--- src/rtl/seg7_scan.sv ---
// seg7_scan: snapshots a six-digit BCD frame and scans a common-anode 7-segment display
// with a dark gap after each digit change. Define SEG7_LZB_EN for leading-zero blanking.
module seg7_scan #(
  parameter int CLK_HZ    = 50_000_000,
  parameter int SCAN_HZ   = 1000,
  parameter int BLANK_CYC = 16
) (
  input  logic        clk,
  input  logic        rst,
  input  logic        en,
  input  logic [23:0] digits,
  input  logic [5:0]  dp,
  output logic [5:0]  sel_n,
  output logic [7:0]  seg_n
);

  localparam int SCAN_DIV = CLK_HZ / SCAN_HZ;
  localparam int CNT_W    = $clog2(SCAN_DIV);
  localparam logic [CNT_W-1:0] CNT_LAST  = CNT_W'(SCAN_DIV - 1);
  localparam logic [CNT_W-1:0] CNT_BLANK = CNT_W'(BLANK_CYC);
  localparam logic [CNT_W-1:0] CNT_ONE   = CNT_W'(1);

  logic [CNT_W-1:0] cnt_q, cnt_d;
  logic [2:0]       idx_q, idx_d;
  logic [23:0]      frame_dig_q, frame_dig_d;
  logic [5:0]       frame_dp_q, frame_dp_d;
  logic [5:0]       sel_n_q, sel_n_d;
  logic [7:0]       seg_n_q, seg_n_d;
  logic             tick_s;
  logic [3:0]       nib_s;
  logic             dp_s;
  logic [6:0]       glyph_s;

  // Active-low {g,f,e,d,c,b,a}; anything outside 0..9 renders as a dash.
  function automatic logic [6:0] bcd_to_seg(input logic [3:0] nib);
    logic [6:0] s;
    case (nib)
      4'd0:    s = 7'h40;
      4'd1:    s = 7'h79;
      4'd2:    s = 7'h24;
      4'd3:    s = 7'h30;
      4'd4:    s = 7'h19;
      4'd5:    s = 7'h12;
      4'd6:    s = 7'h02;
      4'd7:    s = 7'h78;
      4'd8:    s = 7'h00;
      4'd9:    s = 7'h10;
      default: s = 7'h3F;
    endcase
    return s;
  endfunction

`ifdef SEG7_LZB_EN
  // Highest digit position holding a non-zero nibble; 0 when the whole frame is zero.
  function automatic logic [2:0] top_digit(input logic [23:0] frame);
    logic [2:0] t;
    t = 3'd0;
    for (int i = 1; i < 6; i++) begin
      if (frame[i*4 +: 4] != 4'd0) t = 3'(i);
      else                          t = t;
    end
    return t;
  endfunction
`endif

  // Next-state logic for prescaler, digit index and frame snapshot.
  always_comb begin
    tick_s      = (cnt_q == CNT_LAST);
    cnt_d       = cnt_q;
    idx_d       = idx_q;
    frame_dig_d = frame_dig_q;
    frame_dp_d  = frame_dp_q;
    if (tick_s) begin
      cnt_d = {CNT_W{1'b0}};
      if (idx_q == 3'd5) begin
        idx_d       = 3'd0;
        frame_dig_d = digits;
        frame_dp_d  = dp;
      end else begin
        idx_d = idx_q + 3'd1;
      end
    end else begin
      cnt_d = cnt_q + CNT_ONE;
    end
  end

  // Output decode from the current (pre-edge) state; registered below.
  always_comb begin
    nib_s   = 4'd0;
    dp_s    = 1'b0;
    sel_n_d = 6'h3F;
    case (idx_q)
      3'd0:    begin nib_s = frame_dig_q[3:0];   dp_s = frame_dp_q[0]; end
      3'd1:    begin nib_s = frame_dig_q[7:4];   dp_s = frame_dp_q[1]; end
      3'd2:    begin nib_s = frame_dig_q[11:8];  dp_s = frame_dp_q[2]; end
      3'd3:    begin nib_s = frame_dig_q[15:12]; dp_s = frame_dp_q[3]; end
      3'd4:    begin nib_s = frame_dig_q[19:16]; dp_s = frame_dp_q[4]; end
      3'd5:    begin nib_s = frame_dig_q[23:20]; dp_s = frame_dp_q[5]; end
      default: begin nib_s = 4'd0;               dp_s = 1'b0;          end
    endcase
    glyph_s = bcd_to_seg(nib_s);
`ifdef SEG7_LZB_EN
    if (idx_q > top_digit(frame_dig_q)) glyph_s = 7'h7F;
    else                                glyph_s = glyph_s;
`endif
    seg_n_d = {~dp_s, glyph_s};
    if (!en || (cnt_q < CNT_BLANK)) begin
      sel_n_d = 6'h3F;
    end else begin
      case (idx_q)
        3'd0:    sel_n_d = 6'h3E;
        3'd1:    sel_n_d = 6'h3D;
        3'd2:    sel_n_d = 6'h3B;
        3'd3:    sel_n_d = 6'h37;
        3'd4:    sel_n_d = 6'h2F;
        3'd5:    sel_n_d = 6'h1F;
        default: sel_n_d = 6'h3F;
      endcase
    end
  end

  // State and output registers; reset leaves the display dark.
  always_ff @(posedge clk or negedge rst) begin
    if (!rst) begin
      cnt_q       <= {CNT_W{1'b0}};
      idx_q       <= 3'd0;
      frame_dig_q <= 24'h000000;
      frame_dp_q  <= 6'h00;
      sel_n_q     <= 6'h3F;
      seg_n_q     <= 8'hFF;
    end else begin
      cnt_q       <= cnt_d;
      idx_q       <= idx_d;
      frame_dig_q <= frame_dig_d;
      frame_dp_q  <= frame_dp_d;
      sel_n_q     <= sel_n_d;
      seg_n_q     <= seg_n_d;
    end
  end

  assign sel_n = sel_n_q;
  assign seg_n = seg_n_q;

endmodule
--- config.mk ---
export PLATFORM = sky130hd
export DESIGN_NAME = seg7_scan
export DESIGN_NICKNAME = d
export VERILOG_FILES = /design/src/rtl/seg7_scan.sv
export SDC_FILE = /design/constraint.sdc
export NUM_CORES = 1
export LEC_CHECK = 0
export ABC_AREA = 1
export CAP_MARGIN = 5
export CORE_ASPECT_RATIO = 1.75
export CORE_MARGIN = 5
export CORE_UTILIZATION = 26
export DETAILED_ROUTE_END_ITERATION = 10
export PLACE_DENSITY_LB_ADDON = 0.08
export SYNTH_ARGS = -nofsm -noshare
export SYNTH_HDL_FRONTEND = slang
export SYNTH_SLANG_ARGS = --single-unit
--- constraint.sdc ---
create_clock -name clk -period 3.5 [get_ports clk]
set_input_delay 0.875 -clock clk [delete_from_list [all_inputs] [get_ports clk]]
set_output_delay 0.875 -clock clk [all_outputs]
set_load 0.05 [all_outputs]
==> results_dict.tcl <==
set metrics [dict create \
    crit_buf_inv 1 \
    drc_errors 0 \
    cts_buffers 9 \
    coreArea_mm2 0.01236 \
    clk_pin_slew_ns 0.05 \
    start_util_pct 26.13 \
    syn_area_mm2 0.003231 \
    fin_hold_ws_ns 0.4649 \
    root_buffer "clkbuf_16" \
    grt_pass1_wl_mm 13.82 \
    start_kind "flop" \
    hold_path.class "in -> async" \
    num_antenna_cells 0 \
    rows 54 \
    via_per_inst 4.143 \
    crit_chain "clkdlybuf4s50_1" \
    grt.overflow.total 0 \
    placed_area_mm2 0.003824 \
    synth-main-ff-cell "dfrtp_1" \
    cp_max_fo 1 \
    hpwl_mm 6.590 \
    place_congestion 0.8783 \
    wl_mm 8.232 \
    dpl.cell_count 591 \
    worst_pin_slew_ns 0.5492 \
    syn_to_final_growth_pct 27.96 \
    fp.dieH_um 157.5 \
    ys_warn_count 0 \
    period_share_pct 71.99 \
    async_reset_ff_share_pct 100.0 \
    cts_resized 0 \
    fin_tns_setup_ns 0 \
    antenna_found_initial 0 \
    grt_use_total_pct 12.37 \
    clock_path_buffers 2 \
    synth_top_cell_area_share_pct 37.96 \
    cp.arrival_ns 1.64 \
    post_synth.cell_area_avg_um2 8.391 \
    cts_setup_buffers 0 \
    synth_edf_count 0 \
    cp_top_family "buffers and inverters" \
    slowest_delay_ns 0.80 \
    grt_max_degree 43 \
    cts.sinks 63 \
    slew_headroom_pct 63.39 \
    ys_ff_latch 63 \
    wl_per_cell_um 13.56 \
    crit_slowest_cell "clkdlybuf4s50_1" \
    synth_cell_types 35 \
    synth_top_area_cell "dfrtp_1" \
    p_per_area_mw_per_mm2 412.2 \
    ant_nets 0 \
    cts_tree "yes" \
    syn_nets 426 \
    synth-seq-area-share_pct 49.34 \
    clock_latency_ns 0.33 \
    cts_hold_buf 0 \
    vias 2515 \
    yosys-top-cells-area "dfrtp_1 (38%), nand2_1 (13%), dfstp_2 (11%), inv_1 (5.1%), o21ai_0 (4.6%)" \
    drt_iter0_drc 108 \
    max_freq_ghz 0.3969 \
    die_w_um 94.26 \
    totalPowerFinal_mw 1.704 \
    design_area_mm2 0.004134 \
    die_area_mm2 0.01484 \
    critical_path_class "reg -> out" \
    cp-end-kind "output port" \
    finalSetupViolCount 0 \
    grt_pass1_vias 2743 \
    nets 475 \
    cts_max_level 3 \
    leakage_nw 1.819 \
    finalHoldViolations 0 \
    finClkSkew_ns 0.007268 \
    first_pass_iters 4 \
    port_buffers 46 \
    outcome "completed" \
    stdcell_count 607 \
    rsz0062_at_grt "no" \
    io_pins 47 \
    fin_crit_ns 2.520 \
    drv_slew 0 \
    drive_above_1_share_pct 14.35 \
    synthCells 385 \
    maxCapViolCount 0 \
    peakVddDrop_mv 0.2226 \
    critical_path_required_ns 2.62 \
]
[sequential cells by signal, indices dropped and copies added (netlist names)]
register	flops
frame_dp_q	6
frame_dig_q	24
cnt_q	16
sel_n	6
seg_n	8
idx_q	3
[through the flow]
| step | util, % | worst slack, ns |
|---|---|---|
| 2_1_floorplan | - | 1.525 |
| 3_3_place_gp | 30.92 | 1.288 |
| 3_5_place_dp | 30.92 | 1.196 |
| 4_1_cts | 33.43 | 0.9533 |
| 5_1_grt | 33.43 | 0.9430 |
| 6_report | 33.43 | 0.9804 |
[cell usage in the layout (no fill, tap or decap), types with 2 or more instances in the layout]
master             n
clkinv_2           2
nand2_2            6
nor3_1             5
nand3_1           20
inv_1             44
nand2_1          113
inv_2              6
o21ai_2            9
xor2_1             6
nor4_1             2
nor2_1            31
nand4_1            5
a21oi_1            2
dfstp_2           14
clkdlybuf4s50_1   45
o21bai_1           2
o21ai_0           30
dfrtp_1           49
nor2_4             2
clkbuf_8           3
ha_1               8
buf_4              3
clkbuf_16          9
nand3b_1           4
o22ai_1            3
o21ai_1            3
[area by class of cell]
class	count	area (µm²)
clock buffers	13	270.3
clock inverters	3	40.04
fillers	1339	8230
inverters	52	202.7
multi-input cells	259	1339
flip-flops and latches	63	1594
well taps	168	210.2
repair buffers	49	478.0
[cells by family (layout without fill, tap and decap cells)]
kind of cell | count (synthesis) | after routing | synth area share [%]
AOI/OAI and AO/OA | 51 | 51 | 9.411
xor gates and xnor gates | 7 | 7 | 1.898
adders and majority gates | 8 | 8 | 3.098
buffers and inverters | 63 | 117 | 9.217
DFF | 63 | 63 | 49.34
and+or+nand+nor | 193 | 193 | 27.03
[report_power, final]
part           leakage, nW  internal [mW]  switching (mW)  total, mW
clock                0.156          0.607           0.309      0.916
sequential           0.660          0.731        0.000109      0.731
combinational         1.00         0.0337          0.0236     0.0573
[cells in the mapped netlist (2+ instances only)]
master and instances:
o22ai_1 3, nand3_1 20, nand2_2 6, inv_2 6, nand3b_1 4, dfstp_2 14, nand2_1 113, nor2_4 2
dfrtp_1 49, clkbuf_1 2, buf_6 6, nor3_1 5, xor2_1 6, buf_4 2, nor4_1 2, o21ai_2 9
nand4_1 5, inv_1 44, nor2_1 31, a21oi_1 2, o21bai_1 2, o21ai_0 30, ha_1 8, o21ai_1 3
[metal layers]
metal / GRT usage, % / share of wire (%) / up-vias / wire length (µm)
met5: 0 / 0 / - / 0
met4: 5.716 / 2.6 / 0 / 210
met3: 2.535 / 3.0 / 12 / 246
met2: 23.24 / 56 / 43 / 4633
met1: 12.88 / 38 / 1145 / 3141
li1: - / - / 1315 / -
[worst register-to-register path, delay by kind of cell (launching register included)]
| family | cells | cell delay, ns |
|---|---|---|
| adders and majority gates | 2 | 0.54 |
| and+or+nand+nor | 6 | 0.72 |
| AOI/OAI and AO/OA | 1 | 0.09 |
| DFF | 1 | 0.61 |
| buffers and inverters | 3 | 0.28 |
[path summary, 6_finish.rpt]
| path | startpoint | endpoint | slack, ns | cells past startpoint |
|---|---|---|---|---|
| min reg2reg | cnt_q[0] | cnt_q[0] | 0.46 | 1 |
| max reg2reg | idx_q[2] | seg_n[3] | 1.17 | 12 |
| max in group asynchronous | rst | seg_n[1] | 2.15 | 3 |
| min in group clk | cnt_q[0] | cnt_q[0] | 0.47 | 1 |
| max | sel_n[1] | sel_n[1] | 0.98 | 1 |
| min | rst | cnt_q[2] | 0.46 | 1 |
Note: power is estimated with default switching activity, not from simulation.
